$ cat src/rtl/uart_reg_bridge.sv
// Wishbone classic slave to UART reg-bus bridge: registers every reg-bus output,
// holds reg_cs until reg_ack, and bounds each request with a timeout.
module uart_reg_bridge #(
  parameter int AW      = 11,
  parameter int DW      = 32,
  parameter int TMO_CNT = 255
) (
  input  logic            app_clk,
  input  logic            reset,
  input  logic            wbs_cyc_i,
  input  logic            wbs_stb_i,
  input  logic [AW-1:0]   wbs_adr_i,
  input  logic            wbs_we_i,
  input  logic [DW-1:0]   wbs_dat_i,
  input  logic [DW/8-1:0] wbs_sel_i,
  output logic [DW-1:0]   wbs_dat_o,
  output logic            wbs_ack_o,
  output logic            wbs_err_o,
  output logic            reg_cs,
  output logic            reg_wr,
  output logic [AW-1:0]   reg_addr,
  output logic [DW-1:0]   reg_wdata,
  output logic [DW/8-1:0] reg_be,
  input  logic [DW-1:0]   reg_rdata,
  input  logic            reg_ack,
  output logic            tmo_event
);

  typedef enum logic [1:0] {IDLE = 2'd0, REQ = 2'd1, RESP = 2'd2} state_t;

  localparam logic [15:0] TMO_LAST = 16'(TMO_CNT - 1);

  state_t          state_q, state_d;
  logic [15:0]     cnt_q, cnt_d;
  logic            reg_cs_q, reg_cs_d;
  logic            reg_wr_q, reg_wr_d;
  logic [AW-1:0]   reg_addr_q, reg_addr_d;
  logic [DW-1:0]   reg_wdata_q, reg_wdata_d;
  logic [DW/8-1:0] reg_be_q, reg_be_d;
  logic [DW-1:0]   wbs_dat_q, wbs_dat_d;
  logic            wbs_ack_q, wbs_ack_d;
  logic            wbs_err_q, wbs_err_d;
  logic            tmo_q, tmo_d;

  // Next-state and next-output logic; abort beats ack, ack beats timeout.
  always_comb begin
    state_d     = state_q;
    cnt_d       = cnt_q;
    reg_cs_d    = reg_cs_q;
    reg_wr_d    = reg_wr_q;
    reg_addr_d  = reg_addr_q;
    reg_wdata_d = reg_wdata_q;
    reg_be_d    = reg_be_q;
    wbs_dat_d   = wbs_dat_q;
    wbs_ack_d   = 1'b0;
    wbs_err_d   = 1'b0;
    tmo_d       = 1'b0;
    case (state_q)
      IDLE: begin
        if (wbs_cyc_i && wbs_stb_i) begin
          reg_addr_d  = wbs_adr_i;
          reg_wr_d    = wbs_we_i;
          reg_wdata_d = wbs_dat_i;
          reg_be_d    = wbs_sel_i;
          reg_cs_d    = 1'b1;
          cnt_d       = 16'd0;
          state_d     = REQ;
        end else begin
          reg_cs_d = 1'b0;
          state_d  = IDLE;
        end
      end
      REQ: begin
        if (!wbs_cyc_i) begin
          reg_cs_d = 1'b0;
          state_d  = IDLE;
        end else if (reg_ack) begin
          reg_cs_d  = 1'b0;
          wbs_ack_d = 1'b1;
          wbs_dat_d = reg_wr_q ? {DW{1'b0}} : reg_rdata;
          state_d   = RESP;
        end else if (cnt_q == TMO_LAST) begin
          reg_cs_d  = 1'b0;
          wbs_err_d = 1'b1;
          tmo_d     = 1'b1;
          wbs_dat_d = {DW{1'b0}};
          state_d   = RESP;
        end else begin
          cnt_d = (cnt_q == 16'hFFFF) ? cnt_q : cnt_q + 16'd1;
        end
      end
      RESP: begin
        state_d = IDLE;
      end
      default: begin
        reg_cs_d = 1'b0;
        state_d  = IDLE;
      end
    endcase
  end

  // State and output registers with synchronous reset.
  always_ff @(posedge app_clk) begin
    if (reset) begin
      state_q     <= IDLE;
      cnt_q       <= 16'd0;
      reg_cs_q    <= 1'b0;
      reg_wr_q    <= 1'b0;
      reg_addr_q  <= {AW{1'b0}};
      reg_wdata_q <= {DW{1'b0}};
      reg_be_q    <= {(DW/8){1'b0}};
      wbs_dat_q   <= {DW{1'b0}};
      wbs_ack_q   <= 1'b0;
      wbs_err_q   <= 1'b0;
      tmo_q       <= 1'b0;
    end else begin
      state_q     <= state_d;
      cnt_q       <= cnt_d;
      reg_cs_q    <= reg_cs_d;
      reg_wr_q    <= reg_wr_d;
      reg_addr_q  <= reg_addr_d;
      reg_wdata_q <= reg_wdata_d;
      reg_be_q    <= reg_be_d;
      wbs_dat_q   <= wbs_dat_d;
      wbs_ack_q   <= wbs_ack_d;
      wbs_err_q   <= wbs_err_d;
      tmo_q       <= tmo_d;
    end
  end

  assign reg_cs    = reg_cs_q;
  assign reg_wr    = reg_wr_q;
  assign reg_addr  = reg_addr_q;
  assign reg_wdata = reg_wdata_q;
  assign reg_be    = reg_be_q;
  assign wbs_dat_o = wbs_dat_q;
  assign wbs_ack_o = wbs_ack_q;
  assign wbs_err_o = wbs_err_q;
  assign tmo_event = tmo_q;

endmodule
$ cat config.mk
export PLATFORM = sky130hd
export DESIGN_NAME = uart_reg_bridge
export DESIGN_NICKNAME = d
export VERILOG_FILES = /design/src/rtl/uart_reg_bridge.sv
export SDC_FILE = /design/constraint.sdc
export NUM_CORES = 1
export LEC_CHECK = 0
export BUFFER_PORTS_ARGS = -buffer_cell sky130_fd_sc_hd__buf_2
export CAP_MARGIN = 20
export CORE_MARGIN = 2
export CORE_UTILIZATION = 47
export DETAILED_ROUTE_END_ITERATION = 16
export PLACE_DENSITY = 0.83
export SYNTH_ARGS = -nofsm -noshare
export SYNTH_HDL_FRONTEND = slang
export SYNTH_SLANG_ARGS = --single-unit
$ cat constraint.sdc
create_clock -name app_clk -period 2.4 [get_ports app_clk]
set_clock_uncertainty 0.05 [all_clocks]
set_input_delay 0.6 -clock app_clk [delete_from_list [all_inputs] [get_ports app_clk]]
set_output_delay 0.6 -clock app_clk [all_outputs]
set_load 0.1 [all_outputs]
* After elaboration in Yosys (flattened, before gate mapping)
Cells that the tools add are included.
** Storage, ports and cells
- Register bits :: 101
- Bits of input ports :: 85
- Word-level logic and storage cells :: 55
** Cells by class
- $add $sub $neg :: 1
- Equality and inequality tests :: 10
- Muxes and demuxes :: 21
- Bitwise logic cells :: 3
- Reduce and logical (&&, ||, !) cells :: 10
** Operator list (number)
- 32-bit two-way mux :: 3
- 16-bit two-way mux :: 5
- 16-bit case mux with 2 select lines :: 1
- 16-bit by 1-bit adder with 16-bit output (second input constant) :: 1
- 16-bit == test (second input constant) :: 1
- 16-bit by 8-bit == test with 1-bit output (second input constant) :: 1
- 2-bit inequality test (second input constant) :: 5
- 1-bit two-way mux :: 7
- 2-bit two-way mux :: 3
- 6-bit AND reduction :: 1
- 4-bit inequality test (second input constant) :: 1
- 2-bit case mux with 2 select lines :: 1
- 2-bit AND reduction :: 2
- 2-bit nonzero test :: 2
- 4-bit OR reduction :: 1
- 1-bit inverter :: 3
- 1-bit case mux with 3 select lines :: 1
- 3-bit AND reduction :: 1
- 3-bit OR reduction :: 1
- 2-bit by 1-bit == test with 1-bit output (second input constant) :: 1
- 2-bit == test (second input constant) :: 1
- 2-bit zero test :: 1
- 1-bit logical AND :: 1

* Depth between registers and ports, before layout
- Word-level depth :: 6
- Gate-level depth with buffers :: 8

* Worst setup path after synthesis
Ideal clock, no wire load.
- Path kind :: reg2reg
- Start point :: register cnt_q[0]
- End point :: register wbs_dat_q[10], in the netlist wbs_dat_o[10]
- Setup time :: 0.118 ns
- Arrival time :: 1.891 ns
- Data required time :: 2.232 ns
- Setup slack :: 0.342 ns
- Stages on the path, launching flop included :: 9
- Cells stage by stage :: dfxtp_1 inv_1 ha_1 or4b_1 nand4b_1 nand2b_1 a31oi_2 buf_6 a22o_1
** Between the ends
- Cells in the longest elaborated chain, start to end :: 3
** Ends and longest elaborated chain
- from (decl) :: line 34 : logic [15:0] cnt_q, cnt_d;
- from (signal assigned) :: line 118 : cnt_q <= cnt_d;
- 16-bit by 8-bit == test with 1-bit output :: line 82 : end else if (cnt_q == TMO_LAST) begin
- 2-bit nonzero test (no source line)
- 3-bit AND reduction (no source line)
- to (signal assigned) :: line 112 : wbs_dat_q <= {DW{1'b0}};
- to (signal assigned) :: line 124 : wbs_dat_q <= wbs_dat_d;
- to (decl) :: line 40 : logic [DW-1:0] wbs_dat_q, wbs_dat_d;
Every way passes these cells.
A chain may end at the register's enable or synchronous reset.

* Worst setup path after layout
- Start point :: register cnt_q[1]
- End point :: register wbs_dat_q[28], in the netlist wbs_dat_o[28]
The elaborated chain is that of the path after synthesis.

==> results by group <==
Routing
  • Routed Antenna Nets: 0
  • DR vias/cell: between 5 and 6
  • 1st-iter DRT viols: ~300
  • Detailed Route WL: about 10000 um
  • Routed vias: 3704
  • Wirelength per Cell: around 14 um
  • TritonRoute pass-1 iters: 5
  • # DRC: 0

Finish
  • Layout cell share with drive strength beyond 1: between 30% and 40%
  • Fin util: around 63%
  • Fin area: 4910 um2
  • Area of the multi-input gates: 1640 um2
  • FILL cells: 671
  • Register area: between 2000 and 2500 um2
  • Nets: 670
  • Area Growth Syn to Fin: 28.9%
  • Ant diodes: 0
  • Fin cells: around 700

Placement
  • GPL Wtd Cong: ~0.96
  • IO buf count: roughly 170
  • Placement Setup Slack: between 0.1 and 0.15 ns
  • Placed Instance Area: 4710 um2
  • Detailed Place HPWL: 7150 um
  • Dpl cells: just under 700

Clock network
  • Post-CTS setup buffers: 0
  • TritonCTS Sinks: roughly 100
  • CTS Buf Count: 9
  • CTS Buffer Depth: 2
  • CTS tree: done
  • Root buffer cell: clkbuf_8
  • Hold buffer count at CTS: 0
  • Worst skew pair latency: roughly 0.35 ns
  • H-tree Lvls: 3
  • CTS resizes: 0
  • Clock slew at reported path FFs: ~0.1 ns

Worst setup path
  • Setup crit start kind: flop
  • R2R setup slack: 0.18 ns
  • Crit-path cells: ha_1 -> or4b_1 -> nand4b_1 -> nand2b_1 -> a31oi_2 -> buf_6 -> a22o_1
  • Critical path class: reg2reg
  • Critical Path Fanout Max: 32
  • FF-to-FF path depth: 7
  • RR Startpoint: cnt_q[1]$_SDFFE_PP0P_
  • Worst Setup SP: cnt_q[1]$_SDFFE_PP0P_
  • Slowest cell on crit path: or4b_1
  • Worst EP required: around 2.6 ns
  • Slowest cell delay on critical path: between 0.4 and 0.5 ns
  • CP arrival: roughly 2.4 ns
  • CP bufs+invs: 1
  • Critical Path Stages: 7
  • Reg-to-reg critical path endpoint: wbs_dat_o[28]$_SDFFE_PP0P_
  • Cell family with most CP delay: simple AND/OR/NAND/NOR gates
  • Setup crit end kind: flop
  • Crit path capture: wbs_dat_o[28]$_SDFFE_PP0P_

STA
  • Slew margin rel.: between 60 and 70%
  • Slew Limit Fails: 0
  • Final period utilization: 92.6%
  • Setup TNS: 0 ns
  • Max Fclk: 0.450 GHz
  • Period minus WS final: approximately 2.2 ns
  • RSZ-0062 raised after global routing: no
  • Tightest Pin Transition: 0.591 ns
  • PnR worst setup slack: between 0.15 and 0.2 ns
  • # setup viols final: 0
  • Endpoints failing hold: 0

Yosys
  • Top_reg_cell synth: dfxtp_1
  • Avg Cell Area, Syn: ~8.9 um2
  • Synthesized cell area: between 3000 and 4000 um2
  • Synthesized instance count: between 400 and 500
  • YS warnings: 0
  • Top post-synthesis cells by count: 109 x nand2_1, 101 x dfxtp_1, 64 x a21oi_1
  • Top-count cell post-synth: nand2_1
  • Most area-consuming cells after synthesis: dfxtp_1 53%, nand2_1 11%, a21oi_1 8.4%, a22o_1 7.4%, clkbuf_1 2.1%
  • Post-synthesis cell type count: 49
  • Sequential area share after synthesis: between 50% and 60%
  • Largest area contributor in the netlist: dfxtp_1
  • Synth Register Bits: ~100
  • Number of flops mapped to enable cells by yosys: 0
  • Post-Synthesis Net Count: roughly 520
  • Area share of the largest cell type after synthesis: around 53%
  • Ys async rst share: 0%

Floorplan
  • Die extent in y: approximately 94 um
  • Die ar.: roughly 8800 um2
  • Die width: around 94 um
  • Row cnt: 32
  • Ports: around 170
  • Initial Util: between 40% and 50%
  • Core outline area: around 7800 um2

GRT
  • Vias in the first global route: approximately 3.5k
  • Total Routing Usage GR: 22.1%
  • First-pass GRT wire length: 15800 um
  • GR Overflow Total: 0
  • Largest net degree at the start of global routing: around 70
  • Initial antenna violation count: 0

Power and ir drop
  • Sw frac: 32.7%
  • Int Power: around 2300 uW
  • Combinational share of power: between 10% and 20%
  • Switch Pwr: approximately 1100 uW
  • Leak Pwr: between 0.002 and 0.0025 uW
  • Sequential share of power: between 50% and 60%
  • PwrDens: a little under 700 nW/um2
  • Clock power frac: a little under a third
  • Worst VDD drop: between 0.4 and 0.5 mV

Worst hold path
  • Worst min path class: in2reg

Outcome
  • Outcome: completed

Flow run
  • # Max-Cap Violations: 0
-- cell type report --
class	instances	share of cell area, %
flip-flops and latches	101	41.2
multi-input cells	294	33.4
repair buffers	175	18.8
clock buffers	10	2.80
well taps	102	2.60
clock inverters	6	1.05
inverters	2	0.153
-- cells by family after synthesis --
kind of cell | synth area share (%)
compound gates | 22.0
simple gates | 20.1
buf+inv | 4.08
flops | 53.1
fa+ha+maj | 0.657
-- registers in the layout (all words and copies together) (netlist names) --
signal and cells:
reg_be 4, wbs_ack_o 1, state_q 2, reg_wr 1, reg_cs 1, cnt_q 16, reg_addr 11, reg_wdata 32
tmo_event 1, wbs_dat_o 32
-- layout by cell type, fill, tap and decap left out, types with 2 or more instances in the layout --
master,instances
a41oi_1,3
a21o_1,2
inv_6,3
buf_12,2
nand4b_1,2
and3_1,2
nand4_1,2
o21ai_0,12
inv_1,2
nor2b_1,3
a31oi_1,5
nand2b_1,2
nor3_1,5
ha_1,2
a21oi_1,64
dfxtp_1,101
a311oi_1,2
a211oi_1,3
or3_1,3
nand3_1,7
clkbuf_8,10
a22o_1,32
o31ai_1,2
nand2_1,109
nor3b_1,2
buf_2,168
buf_4,4
nor2_1,4
or4_1,4
-- worst min path at each step --
| stage | startpoint | to | slack, ns | depth (start not counted) |
|---|---|---|---|---|
| floorplan | cnt_q[14]$_SDFFE_PP0P_ | cnt_q[14]$_SDFFE_PP0P_ | 0.42 | 2 |
| global placement | reg_be[1]$_SDFFE_PP0P_ | reg_be[1]$_SDFFE_PP0P_ | 0.39 | 2 |
| detailed placement | reg_addr[6]$_SDFFE_PP0P_ | reg_addr[6]$_SDFFE_PP0P_ | 0.39 | 2 |
| CTS | reg_rdata[27] | wbs_dat_o[27]$_SDFFE_PP0P_ | 0.39 | 2 |
| global route | reg_rdata[27] | wbs_dat_o[27]$_SDFFE_PP0P_ | 0.39 | 2 |
| finish | reg_rdata[27] | wbs_dat_o[27]$_SDFFE_PP0P_ | 0.40 | 2 |
-- per-layer routing --
layer  global-route usage, %  vias to the layer above  part of all wire (%)
met3                    6.58                       20                   9.6
met5                       0                        -                     0
met4                    7.61                        0                   1.9
met2                    35.8                      177                    46
met1                    28.1                     1682                    42
li1                        -                     1825                     -
-- metrics by stage --
step	hold slack, ns	total power [uW]
after floorplan	0.420	2230
after global placement	0.389	2370
after detailed placement	0.394	2380
after CTS	0.388	3410
after global routing	0.388	3510
final	0.404	3380
-- power by group through the flow --
stage               clock (uW)  sequential (uW)  combinational (uW)
detailed placement           0             1780                 596
floorplan                    0             2110                 127
global placement             0             1780                 590
global route              1130             1750                 630
finish                    1040             1740                 596
CTS                       1070             1740                 597
-- worst register-to-register path, delay by kind of cell, from the launching register on --
family	cells	cell delay (ns)
simple gates	3	0.84
flops	1	0.43
compound gates	2	0.39
buf+inv	1	0.20
fa+ha+maj	1	0.18
(Power assumes the default switching activity.)
